## src/rtl/dma_copy.sv

```systemverilog
`default_nettype none
// ============================================================================
// Module      : dma_copy
// Description : Memory-to-memory word copy engine. A CPU-facing register
//               slave holds SRC/DST/LEN/CTRL/STATUS; a valid/ready initiator
//               port performs one read beat followed by one write beat per
//               32-bit word, then reports completion via STATUS and irq.
// Revision    : 1.0 - initial release
// ============================================================================
module dma_copy #(
    parameter int LEN_W     = 16,
    parameter int ADDR_STEP = 4
) (
    input  logic        clk,
    input  logic        reset_n,
    // register slave port
    input  logic        select,
    input  logic [3:0]  wstrb,
    input  logic [4:0]  addr,
    input  logic [31:0] data_i,
    output logic        ready,
    output logic [31:0] data_o,
    output logic        irq,
    // memory initiator port
    output logic        mem_valid,
    output logic [31:0] mem_addr,
    output logic [31:0] mem_wdata,
    output logic [3:0]  mem_wstrb,
    input  logic [31:0] mem_rdata,
    input  logic        mem_ready
);

    localparam logic [4:0]  A_CTRL   = 5'h00;
    localparam logic [4:0]  A_STATUS = 5'h04;
    localparam logic [4:0]  A_SRC    = 5'h08;
    localparam logic [4:0]  A_DST    = 5'h0C;
    localparam logic [4:0]  A_LEN    = 5'h10;
    localparam logic [31:0] STEP     = 32'(ADDR_STEP);

    typedef enum logic [1:0] {
        IDLE = 2'd0,
        RD   = 2'd1,
        WR   = 2'd2,
        FIN  = 2'd3
    } state_t;

    state_t             state;
    logic               irq_en;
    logic               done;
    logic               aborted;
    logic               abort_pend;
    logic [31:0]        src;
    logic [31:0]        dst;
    logic [LEN_W-1:0]   len;

    logic               accept;
    logic               wr_en;
    logic               ctrl_wr;
    logic               start_req;
    logic               abort_req;
    logic               abort_now;
    logic               busy;
    logic [LEN_W-1:0]   len_next;
    logic [31:0]        rd_val;

    // A slave access is taken once per select; ready blocks re-acceptance.
    assign accept    = select && !ready;
    assign wr_en     = accept && (wstrb != 4'h0);
    assign ctrl_wr   = wr_en && (addr == A_CTRL);
    assign start_req = ctrl_wr && data_i[0];
    assign abort_req = ctrl_wr && data_i[2];
    // An abort arriving on the very edge a write completes still stops the copy.
    assign abort_now = abort_pend || abort_req;
    assign busy      = (state == RD) || (state == WR);
    assign len_next  = len - LEN_W'(1);

    // Register read mux; SRC/DST/LEN always show their live values.
    always_comb begin
        rd_val = 32'h0;
        case (addr)
            A_CTRL:   rd_val = {30'h0, irq_en, 1'b0};
            A_STATUS: rd_val = {29'h0, aborted, done, busy};
            A_SRC:    rd_val = src;
            A_DST:    rd_val = dst;
            A_LEN:    rd_val = 32'(len);
            default:  rd_val = 32'h0;
        endcase
    end

    // Slave handshake: one-cycle ready pulse, read data captured with it.
    always_ff @(posedge clk or negedge reset_n) begin
        if (!reset_n) begin
            ready  <= 1'b0;
            data_o <= 32'h0;
        end else begin
            ready <= accept;
            if (accept && (wstrb == 4'h0)) begin
                data_o <= rd_val;
            end
        end
    end

    // Configuration registers and the copy FSM share SRC/DST/LEN, so they
    // live in one sequential block with registered initiator outputs.
    always_ff @(posedge clk or negedge reset_n) begin
        if (!reset_n) begin
            state      <= IDLE;
            irq_en     <= 1'b0;
            done       <= 1'b0;
            aborted    <= 1'b0;
            abort_pend <= 1'b0;
            src        <= 32'h0;
            dst        <= 32'h0;
            len        <= '0;
            irq        <= 1'b0;
            mem_valid  <= 1'b0;
            mem_addr   <= 32'h0;
            mem_wdata  <= 32'h0;
            mem_wstrb  <= 4'h0;
        end else begin
            irq <= 1'b0;

            if (ctrl_wr) begin
                irq_en <= data_i[1];
            end

            case (state)
                IDLE: begin
                    if (wr_en) begin
                        case (addr)
                            A_SRC:   src <= {data_i[31:2], 2'b00};
                            A_DST:   dst <= {data_i[31:2], 2'b00};
                            A_LEN:   len <= data_i[LEN_W-1:0];
                            default: ;
                        endcase
                    end
                    // ABORT alongside START is dropped: abort_pend is cleared.
                    if (start_req) begin
                        done       <= 1'b0;
                        aborted    <= 1'b0;
                        abort_pend <= 1'b0;
                        if (len != '0) begin
                            state     <= RD;
                            mem_valid <= 1'b1;
                            mem_addr  <= src;
                            mem_wstrb <= 4'h0;
                        end else begin
                            // Empty transfer: finish without touching the bus.
                            state <= FIN;
                            done  <= 1'b1;
                            irq   <= data_i[1];
                        end
                    end
                end

                RD: begin
                    if (abort_req) begin
                        abort_pend <= 1'b1;
                    end
                    if (mem_ready) begin
                        mem_wdata <= mem_rdata;
                        src       <= src + STEP;
                        mem_addr  <= dst;
                        mem_wstrb <= 4'hF;
                        state     <= WR;
                    end
                end

                WR: begin
                    if (abort_req) begin
                        abort_pend <= 1'b1;
                    end
                    if (mem_ready) begin
                        dst <= dst + STEP;
                        len <= len_next;
                        if ((len_next == '0) || abort_now) begin
                            state     <= FIN;
                            mem_valid <= 1'b0;
                            mem_wstrb <= 4'h0;
                            done      <= !abort_now;
                            aborted   <= abort_now;
                            irq       <= irq_en;
                        end else begin
                            state     <= RD;
                            mem_addr  <= src;
                            mem_wstrb <= 4'h0;
                        end
                    end
                end

                FIN: begin
                    abort_pend <= 1'b0;
                    state      <= IDLE;
                end

                default: state <= IDLE;
            endcase
        end
    end

endmodule
`default_nettype wire

```

## config.mk

```make
export PLATFORM = sky130hd
export DESIGN_NAME = dma_copy
export DESIGN_NICKNAME = d
export VERILOG_FILES = /design/src/rtl/dma_copy.sv
export SDC_FILE = /design/constraint.sdc
export NUM_CORES = 1
export LEC_CHECK = 0
export CORE_MARGIN = 4
export CORE_UTILIZATION = 55
export CTS_CLUSTER_DIAMETER = 50
export DETAILED_ROUTE_END_ITERATION = 12
export DONT_BUFFER_PORTS = 1
export PLACE_DENSITY_LB_ADDON = 0.08
export SLEW_MARGIN = 10
export SYNTH_ARGS = -nofsm -noshare
export SYNTH_HDL_FRONTEND = slang
export SYNTH_SLANG_ARGS = --single-unit
```

## constraint.sdc

```tcl
create_clock -name clk -period 4.4 [get_ports clk]
set_input_delay 0.22 -clock clk [delete_from_list [all_inputs] [get_ports clk]]
set_output_delay 0.22 -clock clk [all_outputs]
set_load 0.02 [all_outputs]
```

==> impl.org, run 1 <==
** Floorplanning
- In this run the core area contains 48 standard-cell rows.
- Chip Height :: 142 um
- Initial core utilization :: 56.4%
- The die covers 20100 sq um.
- Horizontal die dimension :: 142 um
- Core box area :: 17400 sq um
- Top Ports :: 180

** Pwr
- Combinational cell fraction of total power :: 40.2%
- Part of the total power dissipated in the clock network :: 18.2%
- Net switching is 44.4% of the power.
- Power density cells :: 780 nW/um^2
- In this run, flip-flops and latches consume 41.6% of the power.
- After layout, the design draws a total of 8.67 mW.
- For this design the static power due to leakage is 4.38 nW.
- Maximum ir drop on the vdd rail :: 403 uV
- Internal power comes to 4.83 mW.
- For this design the total switching power over the nets is 3.85 mW.

** Synth
- Count of mapped cells out of synthesis :: 1014
- Sequential elements use 45.9% of the synthesized area.
- Flops & latches, synth :: 180
- Synth top area cells :: dfrtp_1 (46%), mux2_2 (7.5%), a21oi_1 (4.7%), mux2_4 (4.6%), o21ai_0 (4.4%)
- The top cell type by area accounts for 45.9% of the synthesized area.
- Among all flip-flop cells after synthesis, the most frequent one is dfrtp_1.
- Async set-or-reset flop fraction in the synthesized netlist :: 100%
- Yosys top cell by area :: dfrtp_1
- Post-synthesis cell area :: 9820 sq um
- Synth Warn # :: 0
- Mean Syn Cell Area :: 9.69 sq um
- Yosys cell types :: 67
- Yosys mapped a number of flops with a built-in enable equal to 0.

** Critical path
- Startpoint types :: register
- For this run, the slowest stage of the critical path takes 0.57 ns.
- Required time of the critical path :: 4.73 ns
- Crit path max-delay family :: simple AND/OR/NAND/NOR gates
- The startpoint identified for the worst register-to-register timing path is len[0]$_DFFE_PN0P_.
- Data arrival time at the worst-slack endpoint :: 4.01 ns
- For this design, the slowest cell found on the critical path is nor4_2.
- Critical Setup Path Class :: reg -> reg
- Depth of the most critical reg-to-reg path :: 9
- Crit. End Element :: register
- R2R Setup Slk :: 0.71 ns
- Endpoint of the worst register-to-register path :: mem_addr[18]$_DFFE_PN0P_
- Counting both buffers and inverters, the worst setup path holds a total of 2.
- Worst Path Max Fanout :: 19
- Cells traversed along the worst timing path :: inv_1 > ha_1 > nor3b_1 > nand4b_1 > xnor2_1 > nor4_2 > a21oi_4 > buf_4 > mux2_4

** Timing
- Time the final worst path needs with I/O delays and setup :: 3.69 ns
- Top achievable clock speed :: 0.271 GHz
- Hold timing on the final database bottoms out at a slack of -0.530 ns.
- For the final database, setup skew stands at 0.0138 ns.
- The final critical path takes up 83.8% of the cycle.
- For the pin with the worst max-slew slack, the measured transition is 1.03 ns.
- Max-slew headroom at the worst pin :: 31.6%
- Unrepaired setup endpoints after global routing :: false
- Final hold vios :: 180
- In the final timing run, aggregate negative setup slack is 0 ns.
- Number of slew-limit violations in the final report :: 0
- Final setup viols :: 0

** Placement
- Cell Count Post-Placement :: 1168
- Detailed placement ended at an HPWL of 19.3 mm.
- In this run the tool buffered the top-level ports with 0 buffer cells.
- The congestion estimate from routability-driven global placement came to 0.906.

** Cells and area
- Leaving out fill and tap cells, the most frequent cell in the layout is dfrtp_1.
- Area growth, synth to finish :: 13.2%
- Fraction of layout instances using a drive strength above 1 :: 15.2%
- The top cell types in the final layout, fill and taps aside, are dfrtp_1 (180), a21oi_1 (92), nand2_1 (90), o21ai_0 (86), mux2_2 (65).
- Layout Utilization :: 63.8%
- Final-stage net count :: 1108
- Excluding fillers, the count of instances in the completed layout stands at 1262.

** Global route
- The number of antenna violations at the first check in global routing is 0.
- Overall routing resource usage :: 28.9%
- Entering global routing, the biggest net connects 181 pins.
- The number of global-route vias before repair came to 8201.
- The first global-routing pass estimated 45.7 mm of wire.
- After global routing the overflow that remains totals 0.

** Routing
- After the first detailed-routing iteration, the DRC count stood at 724.
- Detailed routing inserted a total of 8351 vias.
- In the routed design, unresolved DRC markers number 0.
- The count of nets left with antenna violations once routing finished came out at 0.
- Ratio of routed vias to standard cells :: 6.62
- Routed wire length per instance :: 23.1 um
- Final wirelength :: 29.2 mm
- The pre-antenna-repair detailed-routing pass consisted of 6 iterations.

** Clock network
- In this run, post-CTS repair resized a total of 0 instances.
- At the later pin of the worst-skew pair, clock insertion delay measures 0.45 ns.
- The tree is rooted in a clkbuf_16.
- Total CTS buffers :: 17
- After clock tree synthesis, the clock-pin slew on the worst setup and hold paths is 0.07 ns.
- TritonCTS built the clock tree.
- For this design, the sink count on the clock tree is 180.
- The H-tree generated during clock tree synthesis spans 4 levels.
- Counting along the longest clock path gives a buffer depth of 2.

** Run
- Across the run, the number of max-cap violations was 0.

** Min path
- The min-delay analysis places its worst path in the category in -> async.

** Status
- Violated checks :: negative hold slack
- The flow ran to the end, but the final reports show violations.
Yosys cell counts (5+ instances only):
master / instances
nand3b_1: 5
mux2_2: 65
nor2_1: 51
buf_1: 13
a31oi_1: 8
ha_1: 8
a21oi_1: 93
a22oi_1: 26
and3_1: 14
o22a_1: 5
mux2i_1: 14
nor4_1: 7
o21ai_0: 86
and2_1: 5
nor3_1: 18
o22ai_1: 36
nand3_1: 48
nand2_1: 91
nand4_1: 18
clkbuf_1: 64
a21o_1: 6
dfrtp_1: 180
a2bb2oi_1: 11
mux2_4: 30
inv_1: 15
and4_1: 7
buf_4: 5
a222oi_1: 14
per-stage QoR:
stage	setup WS, ns	instance area, sq um
6_report	0.711	11100
5_1_grt	0.469	11100
4_1_cts	0.740	11100
3_5_place_dp	0.747	9890
3_3_place_gp	0.863	9890
2_1_floorplan	1.92	9830
power groups by stage:
stage	Clock, mW	Combinational [mW]	Sequential (mW)
global placement	0	3.28	3.59
global route	1.67	3.81	3.71
floorplan	0	2.94	3.20
detailed placement	0	3.38	3.62
finish	1.58	3.49	3.61
CTS	1.61	3.46	3.59
cell families (layout without fill, tap and decap cells):
| group | after synthesis | after routing | share of synthesized area (%) |
|---|---|---|---|
| AO/OA/AOI/OAI | 319 | 319 | 20.1 |
| flip-flops | 180 | 180 | 45.9 |
| other | 1 | 3 | 0.0382 |
| adder cells (fa/ha/maj) | 8 | 8 | 1.02 |
| buffers and inverters | 102 | 123 | 4.39 |
| AND/OR/NAND/NOR | 292 | 292 | 14.8 |
| multiplexers | 109 | 109 | 13.5 |
| XOR/XNOR | 3 | 3 | 0.268 |
registers in the layout, summed over array words and instances, names as in the netlist:
signal,flops
abort_pend,1
aborted,1
data_o,32
done,1
dst,30
irq,1
irq_en,1
len,16
mem_addr,30
mem_valid,1
mem_wdata,32
mem_wstrb,1
ready,1
src,30
state,2
worst max-delay path by stage:
stage                                           to  slack [ns]  cells after the start                from
after global placement    mem_addr[19]$_DFFE_PN0P_        0.86                      9  len[0]$_DFFE_PN0P_
after detailed placement  mem_addr[24]$_DFFE_PN0P_        0.75                      9  len[0]$_DFFE_PN0P_
final                     mem_addr[18]$_DFFE_PN0P_        0.71                      9  len[0]$_DFFE_PN0P_
after CTS                 mem_addr[18]$_DFFE_PN0P_        0.74                      9  len[0]$_DFFE_PN0P_
after floorplan           mem_addr[10]$_DFFE_PN0P_        1.92                      9  len[0]$_DFFE_PN0P_
after global routing      mem_addr[27]$_DFFE_PN0P_        0.47                      9  len[0]$_DFFE_PN0P_
routing by layer:
metal	track usage, %	routed length (um)
met5	0	0
met1	41.0	12600
met4	9.70	623
met2	44.3	13400
met3	6.40	2500
area by class of cell:
class                   instances  area, sq um
diodes                          1         2.50
well taps                     225          282
clock buffers                  18          439
multi-input cells             733         4940
repair buffers                 75          716
clock inverters                14          176
flip-flops and latches        180         4500
inverters                      16         60.1
fillers                      1459         6300
timing repair:
item                                   in CTS  in global routing
setup buffers                               0                  0
endpoints found under the hold margin     262                181
hold buffers                               60                  1
No activity file was read; power rests on OpenSTA's default activity.
==> inputs of run 2 (changes only) <==
--- a/config.mk
+++ b/config.mk
@@ -5,6 +5,7 @@
 export SDC_FILE = /design/constraint.sdc
 export NUM_CORES = 1
 export LEC_CHECK = 0
+export ABC_AREA = 1
 export CORE_MARGIN = 4
 export CORE_UTILIZATION = 55
 export CTS_CLUSTER_DIAMETER = 50
==> constraint.sdc (replaced) <==
create_clock -name clk -period 3.7 [get_ports clk]
set_input_delay 0.185 -clock clk [delete_from_list [all_inputs] [get_ports clk]]
set_output_delay 0.185 -clock clk [all_outputs]
set_load 0.02 [all_outputs]
==> run 2 against run 1 <==
Compared with the run above: the flow still finishes with violations (negative hold slack); die area grew 3.3%; non-clock buffer count is the same; area after synthesis grew 3.5%; wire length grew 11%; hold slack lost 0.030 ns; power grew 17%; highest routed layer unchanged.
==> impl.org, run 2 <==
** Status
- Run status :: complete, but fails checks (unchanged)
- Violated checks: negative hold slack (unchanged).

** Clock network
- CTS Buffer Depth :: 2 (unchanged)
- Total CTS buffers :: 17 (unchanged)
- The insertion delay of the later-clocked pin in the worst-skew pair came to 0.44 ns (was 0.45 ns).
- The TritonCTS clock tree is built (unchanged).
- Clock sink count :: 180 (unchanged)
- Clock transition time at the flip-flop clock pins of the worst setup and hold paths :: 0.08 ns (was 0.07 ns)
- The quantity of hold-fixing buffers added after cts was 57 (was 60).
- The cell at the root of the clock tree is clkbuf_16 (unchanged).
- The total number of H-tree levels is 4 (unchanged).
- The count of instances resized after the clock tree is built came to 0 (unchanged).

** Timing
- The number of max-slew violations in the final report was 0 (unchanged).
- The max-slew headroom at the worst pin came to 38.8% (was 31.6%).
- Final setup viols :: 0 (unchanged)
- Post-route clock period utilization :: 86.3% (was 83.8%)
- The worst hold slack across all endpoints came to -0.560 ns (was -0.530 ns).
- The highest attainable clock frequency came to 0.313 GHz (was 0.271 GHz).
- Worst clock skew :: 0.0196 ns (was 0.0138 ns)
- Unrepaired setup endpoints after global routing: false (unchanged).
- Time the final worst path needs with I/O delays and setup :: 3.19 ns (was 3.69 ns)
- The total negative slack for setup checks came to 0 ns (unchanged).
- Tightest Pin Transition :: 0.918 ns (was 1.03 ns)
- Final hold vios :: 180 (unchanged)

** Routing
- 1st-pass router iterations :: 5 (was 6)
- Vias after detailed routing :: 9560 (was 8351)
- The detailed-route wire length came to 32.5 mm (was 29.2 mm).
- Iter 0 DRT Violations :: 1089 (was 724)
- DRC violations left :: 0 (unchanged)
- Routed wire length per instance :: 20.2 um (was 23.1 um)
- ANT nets after route :: 0 (unchanged)
- The detail-routed via count per cell is 5.96 (was 6.62).

** Global route
- The pin count of the biggest net entering global routing is 181 (unchanged).
- Overall routing resource usage :: 31.3% (was 28.9%)
- Wire length of the first global-routing pass :: 49.8 mm (was 45.7 mm)
- Antenna violations before repair :: 0 (unchanged)
- Number of global-route vias before repair :: 9025 (was 8201)
- Global-route track usage on met3 :: 8.52% (was 6.40%)
- The met1 usage came to 44.3% (was 41.0%).
- The global routing's busiest layer is met2 (unchanged).
- Global routing met2 resource utilization :: 46.5% (was 44.3%)
- Final global-route overflow total :: 0 (unchanged)

** Floorplanning
- The total die area came to 20700 sq um (was 20100 sq um).
- Initial core utilization :: 56.2% (was 56.4%)
- Horizontal die dimension :: 144 um (was 142 um)
- The number of top-level pins came to 180 (unchanged).
- The core outline area came to 18100 sq um (was 17400 sq um).
- Chip Height :: 144 um (was 142 um)
- Standard-cell row count :: 49 (was 48)

** Synth
- Yosys top cell by area :: dfrtp_1 (unchanged)
- Share of synthesized area occupied by flip-flops and latches :: 44.3% (was 45.9%)
- The post-synthesis cell type count is 44 (was 67).
- Synth Warn # :: 0 (unchanged)
- The cell area after synthesis was 10200 sq um (was 9820 sq um).
- Synth top area cells :: dfrtp_1 (44%), nand2_1 (13%), o21ai_0 (6.7%), inv_1 (4.8%), nand3_1 (4.6%) (was dfrtp_1 (46%), mux2_2 (7.5%), a21oi_1 (4.7%), mux2_4 (4.6%), o21ai_0 (4.4%))
- Async set-or-reset flop fraction in the synthesized netlist :: 100% (unchanged)
- Synth top area share :: 44.3% (was 45.9%)
- The most used flip-flop cell after synthesis is dfrtp_1 (unchanged).
- Most numerous cell types in the synthesized netlist :: nand2_1 (361), dfrtp_1 (180), o21ai_0 (137) (was dfrtp_1 (180), a21oi_1 (93), nand2_1 (91))
- Top-count cell post-synth :: nand2_1 (was dfrtp_1)
- The number of enable-type register cells in the synthesized netlist came to 0 (unchanged).
- The instance count of the mapped netlist came to 1334 (was 1014).
- Flops & latches, synth :: 180 (unchanged)
- The mean cell area of the mapped netlist came to 7.62 sq um (was 9.69 sq um).

** Critical path
- Biggest cell delay along the critical path :: 0.58 ns (was 0.57 ns)
- The maximum net fanout on the critical path was 32 (was 19).
- Crit path max-delay family :: simple AND/OR/NAND/NOR gates (unchanged)
- The sort of element at the end of the critical path is a register (unchanged).
- Critical path buffer and inverter count :: 2 (unchanged)
- Cells traversed along the worst timing path: inv_1 > ha_1 > nand2_1 > nor2_4 > nand2_1 > nand2_1 > nand2_1 > nor2_1 > nand2_1 > nor2_1 > nand2_1 > nand2_1 > nand2_2 > o21ai_0 > dlygate4sd3_1 (was inv_1 > ha_1 > nor3b_1 > nand4b_1 > xnor2_1 > nor4_2 > a21oi_4 > buf_4 > mux2_4).
- The data required time of the worst path was 4.08 ns (was 4.73 ns).
- The start-to-end type of the worst setup path is reg -> reg (unchanged).
- Data arrival time at the worst-slack endpoint :: 3.57 ns (was 4.01 ns)
- Max stage delay cell, worst path :: dlygate4sd3_1 (was nor4_2)
- The startpoint class of the critical path is a register (unchanged).
- The number of cells on the critical path is 15 (was 9).
- The depth of the worst register-to-register path came to 15 (was 9).
- CP dominant cell by count :: nand2_1

** Pwr
- The leakage dissipation is 5.24 nW (was 4.38 nW).
- The power density normalized to cell area is 886 nW/um^2 (was 780 nW/um^2).
- The peak supply drop was 648 uV (was 403 uV).

** Placement
- Number of buffer cells added on primary ports :: 0 (unchanged)
- Estimated wirelength of the detail-placed design :: 22.8 mm (was 19.3 mm)
- The final weighted congestion of routability-driven global placement came to 0.984 (was 0.906).
- The number of instances in the placed design was 1516 (was 1168).
- Instance area at placement :: 10300 sq um (was 9890 sq um)

** Cells and area
- Antenna diode instance count :: 0 (was 1)
- Most common cell after layout, fill and taps aside :: nand2_1 (was dfrtp_1)
- Most frequent cells in the layout :: nand2_1 (361), dfrtp_1 (180), o21ai_0 (137), inv_1 (130), nand3_1 (94) (was dfrtp_1 (180), a21oi_1 (92), nand2_1 (90), o21ai_0 (86), mux2_2 (65))
- The total non-filler cell area in the finished layout was 11400 sq um (was 11100 sq um).
- Largest registers in the final layout :: data_o x32, mem_wdata x32 (unchanged)
- The growth of design area from synthesis to finish came to 12.5% (was 13.2%).
- Non-filler instance count after layout :: 1605 (was 1262)
- Fraction of layout instances using a drive strength above 1 :: 7.78% (was 15.2%)
- The number of nets in the finished design is 1448 (was 1108).

** Min path
- The kind of path behind the tightest hold check was in -> async (unchanged).

** Run
- Maximum capacitance violations :: 0 (unchanged)
## run 2: changes by cell type after synthesis, sizes merged, moves of 35 or more
cell   delta
o21ai    +52
nand2   +273
a21oi    -35
nor2     +45
nand3    +47
mux2     -63
inv     +116
## run 2: kinds of logic (layout without fill, tap and decap cells)
kind of cell / Yosys count / count (layout) / synth area share, %
fa+ha+maj: 8 / 8 / 0.985
simple gates: 612 / 612 / 25.8
mux: 32 / 32 / 3.54
flops: 180 / 180 / 44.3
xor+xnor: 24 / 24 / 2.07
other cells: 1 / 2 / 0.0369
buf+inv: 197 / 238 / 8.00
compound gates: 280 / 280 / 15.3
## run 2: metrics by stage
step                      setup WS, ns  total power, mW  utilization, %
after floorplan                   1.69             7.06               -
after detailed placement         0.782             8.18            56.9
after global routing             0.222             10.8            63.2
final                            0.505             10.1            63.2
after CTS                        0.534             10.0            63.2
after global placement           0.945             8.09            56.9
## run 2: what timing repair did
item,4_1_cts,5_1_grt
setup endpoints to repair,0,0
setup buffers,0,0
hold endpoints to repair,250,180
## run 2: power breakdown
group | switching (mW) | internal, mW
Combinational | 2.81 | 1.44
Sequential | 1.29 | 2.79
Clock | 0.866 | 0.952
Total | 4.96 | 5.17
## run 2: worst paths after layout
check	start	endpoint	slack (ns)
worst max-delay path	len[0]$_DFFE_PN0P_	irq$_DFF_PN0_	0.51
worst max register to register	len[0]$_DFFE_PN0P_	irq$_DFF_PN0_	0.51
min in group clk	data_i[15]	src[15]$_DFFE_PN0P_	0
worst min-delay path	reset_n	mem_wdata[20]$_DFFE_PN0P_	-0.56
max in group asynchronous	reset_n	dst[23]$_DFFE_PN0P_	4.01
worst min register to register	done$_DFFE_PN0P_	done$_DFFE_PN0P_	0.48
## run 2: area by class of cell
| class | count | area, sq um |
|---|---|---|
| repair buffers | 75 | 718 |
| flip-flops and latches | 180 | 4500 |
| multi-input cells | 958 | 4860 |
| fillers | 1633 | 6650 |
| clock buffers | 19 | 433 |
| inverters | 131 | 492 |
| clock inverters | 13 | 143 |
| well taps | 229 | 287 |
## run 2: layer usage
layer,vias to the layer above,part of all wire [%]
met5,-,0
met2,573,43
li1,4490,-
met1,4419,42
met4,0,2.8
met3,78,12
## run 2: worst register-to-register path, cell delays in order, from the launching register on
cell	delay [ns]
dfrtp_1	0.40
inv_1	0.17
ha_1	0.22
nand2_1	0.14
nor2_4	0.21
nand2_1	0.08
nand2_1	0.06
nand2_1	0.06
nor2_1	0.10
nand2_1	0.07
nor2_1	0.10
nand2_1	0.07
nand2_1	0.10
nand2_2	0.43
o21ai_0	0.34
dlygate4sd3_1	0.58
==> inputs of run 3 (changes only) <==
--- a/config.mk
+++ b/config.mk
@@ -8,10 +8,12 @@
 export ABC_AREA = 1
 export CORE_MARGIN = 4
 export CORE_UTILIZATION = 55
+export CTS_BUF_LIST = sky130_fd_sc_hd__clkbuf_4
 export CTS_CLUSTER_DIAMETER = 50
 export DETAILED_ROUTE_END_ITERATION = 12
 export DONT_BUFFER_PORTS = 1
 export PLACE_DENSITY_LB_ADDON = 0.08
+export SKIP_CTS_REPAIR_TIMING = 1
 export SLEW_MARGIN = 10
 export SYNTH_ARGS = -nofsm -noshare
 export SYNTH_HDL_FRONTEND = slang
==> run 3 against run 2 <==
Compared with the run above: the flow still finishes with violations (negative hold slack); power down 6.7%; global-route usage is 1.2 points lower; clock skew rose by 0.021 ns; via count up 0.53%; hold slack got worse by 0.18 ns; critical path depth increased by 1; register-to-register slack improved by 0.22 ns; largest cell class unchanged; largest power group unchanged; highest routed layer is now met5.
==> impl.org, run 3 (synthesis results as in run 2) <==
** Cells and area
- The post-route core utilization is 62.6% (was 63.2%).
- The layout filler cell count was 1647 (was 1633).
- The fraction of layout cells with a size suffix above 1 was 7.82% (was 7.78%).
- The growth of design area from synthesis to finish was 11.3% (was 12.5%).
- Non-filler instance count after layout :: 1623 (was 1605)
- The number of nets in the finished design came to 1465 (was 1448).
- Most frequent cells in the layout: nand2_1 (361), dfrtp_1 (180), o21ai_0 (137), inv_1 (130), nand3_1 (94) (unchanged).
- Largest registers in the final layout :: data_o x32, mem_wdata x32 (unchanged)
- The most common library cell in the layout ignoring fill and taps is nand2_1 (unchanged).

** Timing
- The post-layout minimum cycle time came to 2.98 ns (was 3.19 ns).
- The max-slew headroom at the worst pin is 39.3% (was 38.8%).
- Summed negative setup slack over all endpoints :: 0 ns (unchanged)
- The slew at the pin closest to its max-slew limit was 0.910 ns (was 0.918 ns).
- The clock tree skew after final layout is 0.0406 ns (was 0.0196 ns).
- The number of max-slew violations in the final report was 0 (unchanged).
- The final hold violation count is 180 (unchanged).
- The final period utilization came to 80.5% (was 86.3%).
- Smallest hold slack :: -0.742 ns (was -0.560 ns)
- The highest attainable clock frequency was 0.336 GHz (was 0.313 GHz).
- The setup violation total in the final timing report is 0 (unchanged).
- Unrepaired setup endpoints after global routing: false (unchanged).

** Placement
- Estimated wirelength of the detail-placed design :: 22.8 mm (unchanged)
- Number of buffer cells added on primary ports :: 0 (unchanged)
- The number of instances in the placed design was 1516 (unchanged).
- The final weighted congestion of routability-driven global placement was 0.984 (unchanged).

** Critical path
- The worst stage delay on the critical path was 0.47 ns (was 0.58 ns).
- Cells traversed along the worst timing path: inv_1 > ha_1 > nand2_1 > nor2_4 > nand2_1 > nand2_1 > nand2_1 > nor2_1 > nand2_1 > nor2_1 > nand2_1 > nand2_1 > nand2_2 > nand2_4 > nand2_1 > nand2_1 (was inv_1 > ha_1 > nand2_1 > nor2_4 > nand2_1 > nand2_1 > nand2_1 > nor2_1 > nand2_1 > nor2_1 > nand2_1 > nand2_1 > nand2_2 > o21ai_0 > dlygate4sd3_1).
- Worst Path Max Fanout :: 32 (unchanged)
- The startpoint class of the critical path is a register (unchanged).
- Critical Setup Path Class :: reg -> reg (unchanged)
- Crit. End Element :: register (unchanged)
- Required time of the critical path :: 4.24 ns (was 4.08 ns)
- Depth of the most critical reg-to-reg path :: 16 (was 15)
- The arrival time of the worst setup path is 3.52 ns (was 3.57 ns).
- The highest-delay cell along the critical path is nand2_4 (was dlygate4sd3_1).
- Launch point of the worst reg-to-reg path :: len[0]$_DFFE_PN0P_ (unchanged)
- The dominant cell type by count on the critical path is nand2_1 (unchanged).
- Endpoint of the worst register-to-register path :: mem_addr[25]$_DFFE_PN0P_ (was irq$_DFF_PN0_)
- R2R Setup Slk :: 0.72 ns (was 0.51 ns)

** Routing
- ANT nets after route :: 0 (unchanged)
- Ratio of routed vias to standard cells :: 5.92 (was 5.96)
- DRC violations left :: 0 (unchanged)
- 1st-pass router iterations :: 6 (was 5)
- Final wirelength :: 32.3 mm (was 32.5 mm)
- Routed wire length per instance :: 19.9 um (was 20.2 um)
- Vias after detailed routing :: 9611 (was 9560)
- Iter 0 DRT Violations :: 1223 (was 1089)

** Global route
- Number of global-route vias before repair :: 8566 (was 9025)
- Overall routing resource usage :: 30.0% (was 31.3%)
- Wire length of the first global-routing pass :: 47.5 mm (was 49.8 mm)
- Final global-route overflow total :: 0 (unchanged)
- The number of antenna violations at the first check in global routing came to 3 (was 0).
- The pin count of the biggest net entering global routing is 181 (unchanged).

** Pwr
- Total leakage power :: 5.17 nW (was 5.24 nW)
- The peak supply drop came to 642 uV (was 648 uV).
- Overall power of the completed layout :: 9.46 mW (was 10.1 mW)
- The power density normalized to cell area was 835 nW/um^2 (was 886 nW/um^2).

** Clock network
- The insertion delay of the later-clocked pin in the worst-skew pair came to 0.60 ns (was 0.44 ns).
- The TritonCTS clock tree is built (unchanged).
- Clock transition time at the flip-flop clock pins of the worst setup and hold paths :: 0.17 ns (was 0.08 ns)
- The cell at the root of the clock tree is clkbuf_4 (was clkbuf_16).
- Total CTS buffers :: 17 (unchanged)
- CTS H-tree depth :: 4 (unchanged)
- CTS Buffer Depth :: 2 (unchanged)
- The sink count of the clock tree came to 180 (unchanged).

** Floorplanning
- The width of the chip was 144 um (unchanged).
- The number of top-level pins came to 180 (unchanged).
- Initial core utilization :: 56.2% (unchanged)
- DIE AREA :: 20700 sq um (unchanged)
- Core box area :: 18100 sq um (unchanged)
- Standard-cell row count :: 49 (unchanged)
- The die span in y was 144 um (unchanged).

** Min path
- Hold Path Class :: in -> async (unchanged)

** Status
- Violated checks :: negative hold slack (unchanged)
- Run status :: complete, but fails checks (unchanged)

** Run
- The number of max-capacitance violations reported came to 0 (unchanged).
run 3: changes by cell type in the layout (fill, tap and decap cells not counted):
cell,change
clkbuf_16,-17
dlygate4sd3_1,+17
diode_2,+1
clkbuf_1,-2
clkbuf_4,+19
run 3: worst max path at each step:
stage | startpoint | to | cells past startpoint
6_report | len[0]$_DFFE_PN0P_ | mem_addr[25]$_DFFE_PN0P_ | 16
5_1_grt | len[0]$_DFFE_PN0P_ | mem_addr[3]$_DFFE_PN0P_ | 16
4_1_cts | len[0]$_DFFE_PN0P_ | mem_addr[9]$_DFFE_PN0P_ | 16
3_5_place_dp | len[0]$_DFFE_PN0P_ | mem_addr[9]$_DFFE_PN0P_ | 16
3_3_place_gp | len[0]$_DFFE_PN0P_ | mem_addr[18]$_DFFE_PN0P_ | 14
2_1_floorplan | len[0]$_DFFE_PN0P_ | mem_addr[26]$_DFFE_PN0P_ | 16
run 3: final cells by class:
type	count	area (sq um)	share of cell area, %
multi-input combinational	958	4860	42.9
inverter	131	492	4.34
clock buffer	19	143	1.26
sequential	180	4500	39.8
antenna	1	2.50	0.0221
clock inverter	13	143	1.26
tap	229	287	2.53
timing repair buffer	92	888	7.85
run 3: routing by layer:
layer / wire (um) / share of wire (%) / vias up / global-route usage, %
met2: 13800 / 43 / 560 / 43.6
met5: 26 / 0.081 / - / 0
met3: 3800 / 12 / 72 / 8.99
met4: 924 / 2.9 / 4 / 10.2
li1: - / - / 4519 / -
met1: 13700 / 43 / 4456 / 43.0
run 3: through the flow:
stage,area [sq um],setup slack (ns),hold WS [ns]
after floorplan,10200,1.69,-0.111
after global placement,10300,0.945,-0.105
after detailed placement,10300,0.782,-0.106
after CTS,10600,0.715,-0.775
after global routing,11300,0.373,-0.798
final,11300,0.721,-0.742
run 3: power by group:
part | switching, mW | internal [mW]
registers | 1.29 | 2.77
logic | 2.80 | 1.45
clock network | 0.776 | 0.371
total | 4.86 | 4.59
run 3: critical path, delay by kind of cell (launching register included):
family / cells / cell delay [ns]
adder cells (fa/ha/maj): 1 / 0.21
flip-flops: 1 / 0.43
AND/OR/NAND/NOR: 14 / 2.09
buffers and inverters: 1 / 0.16
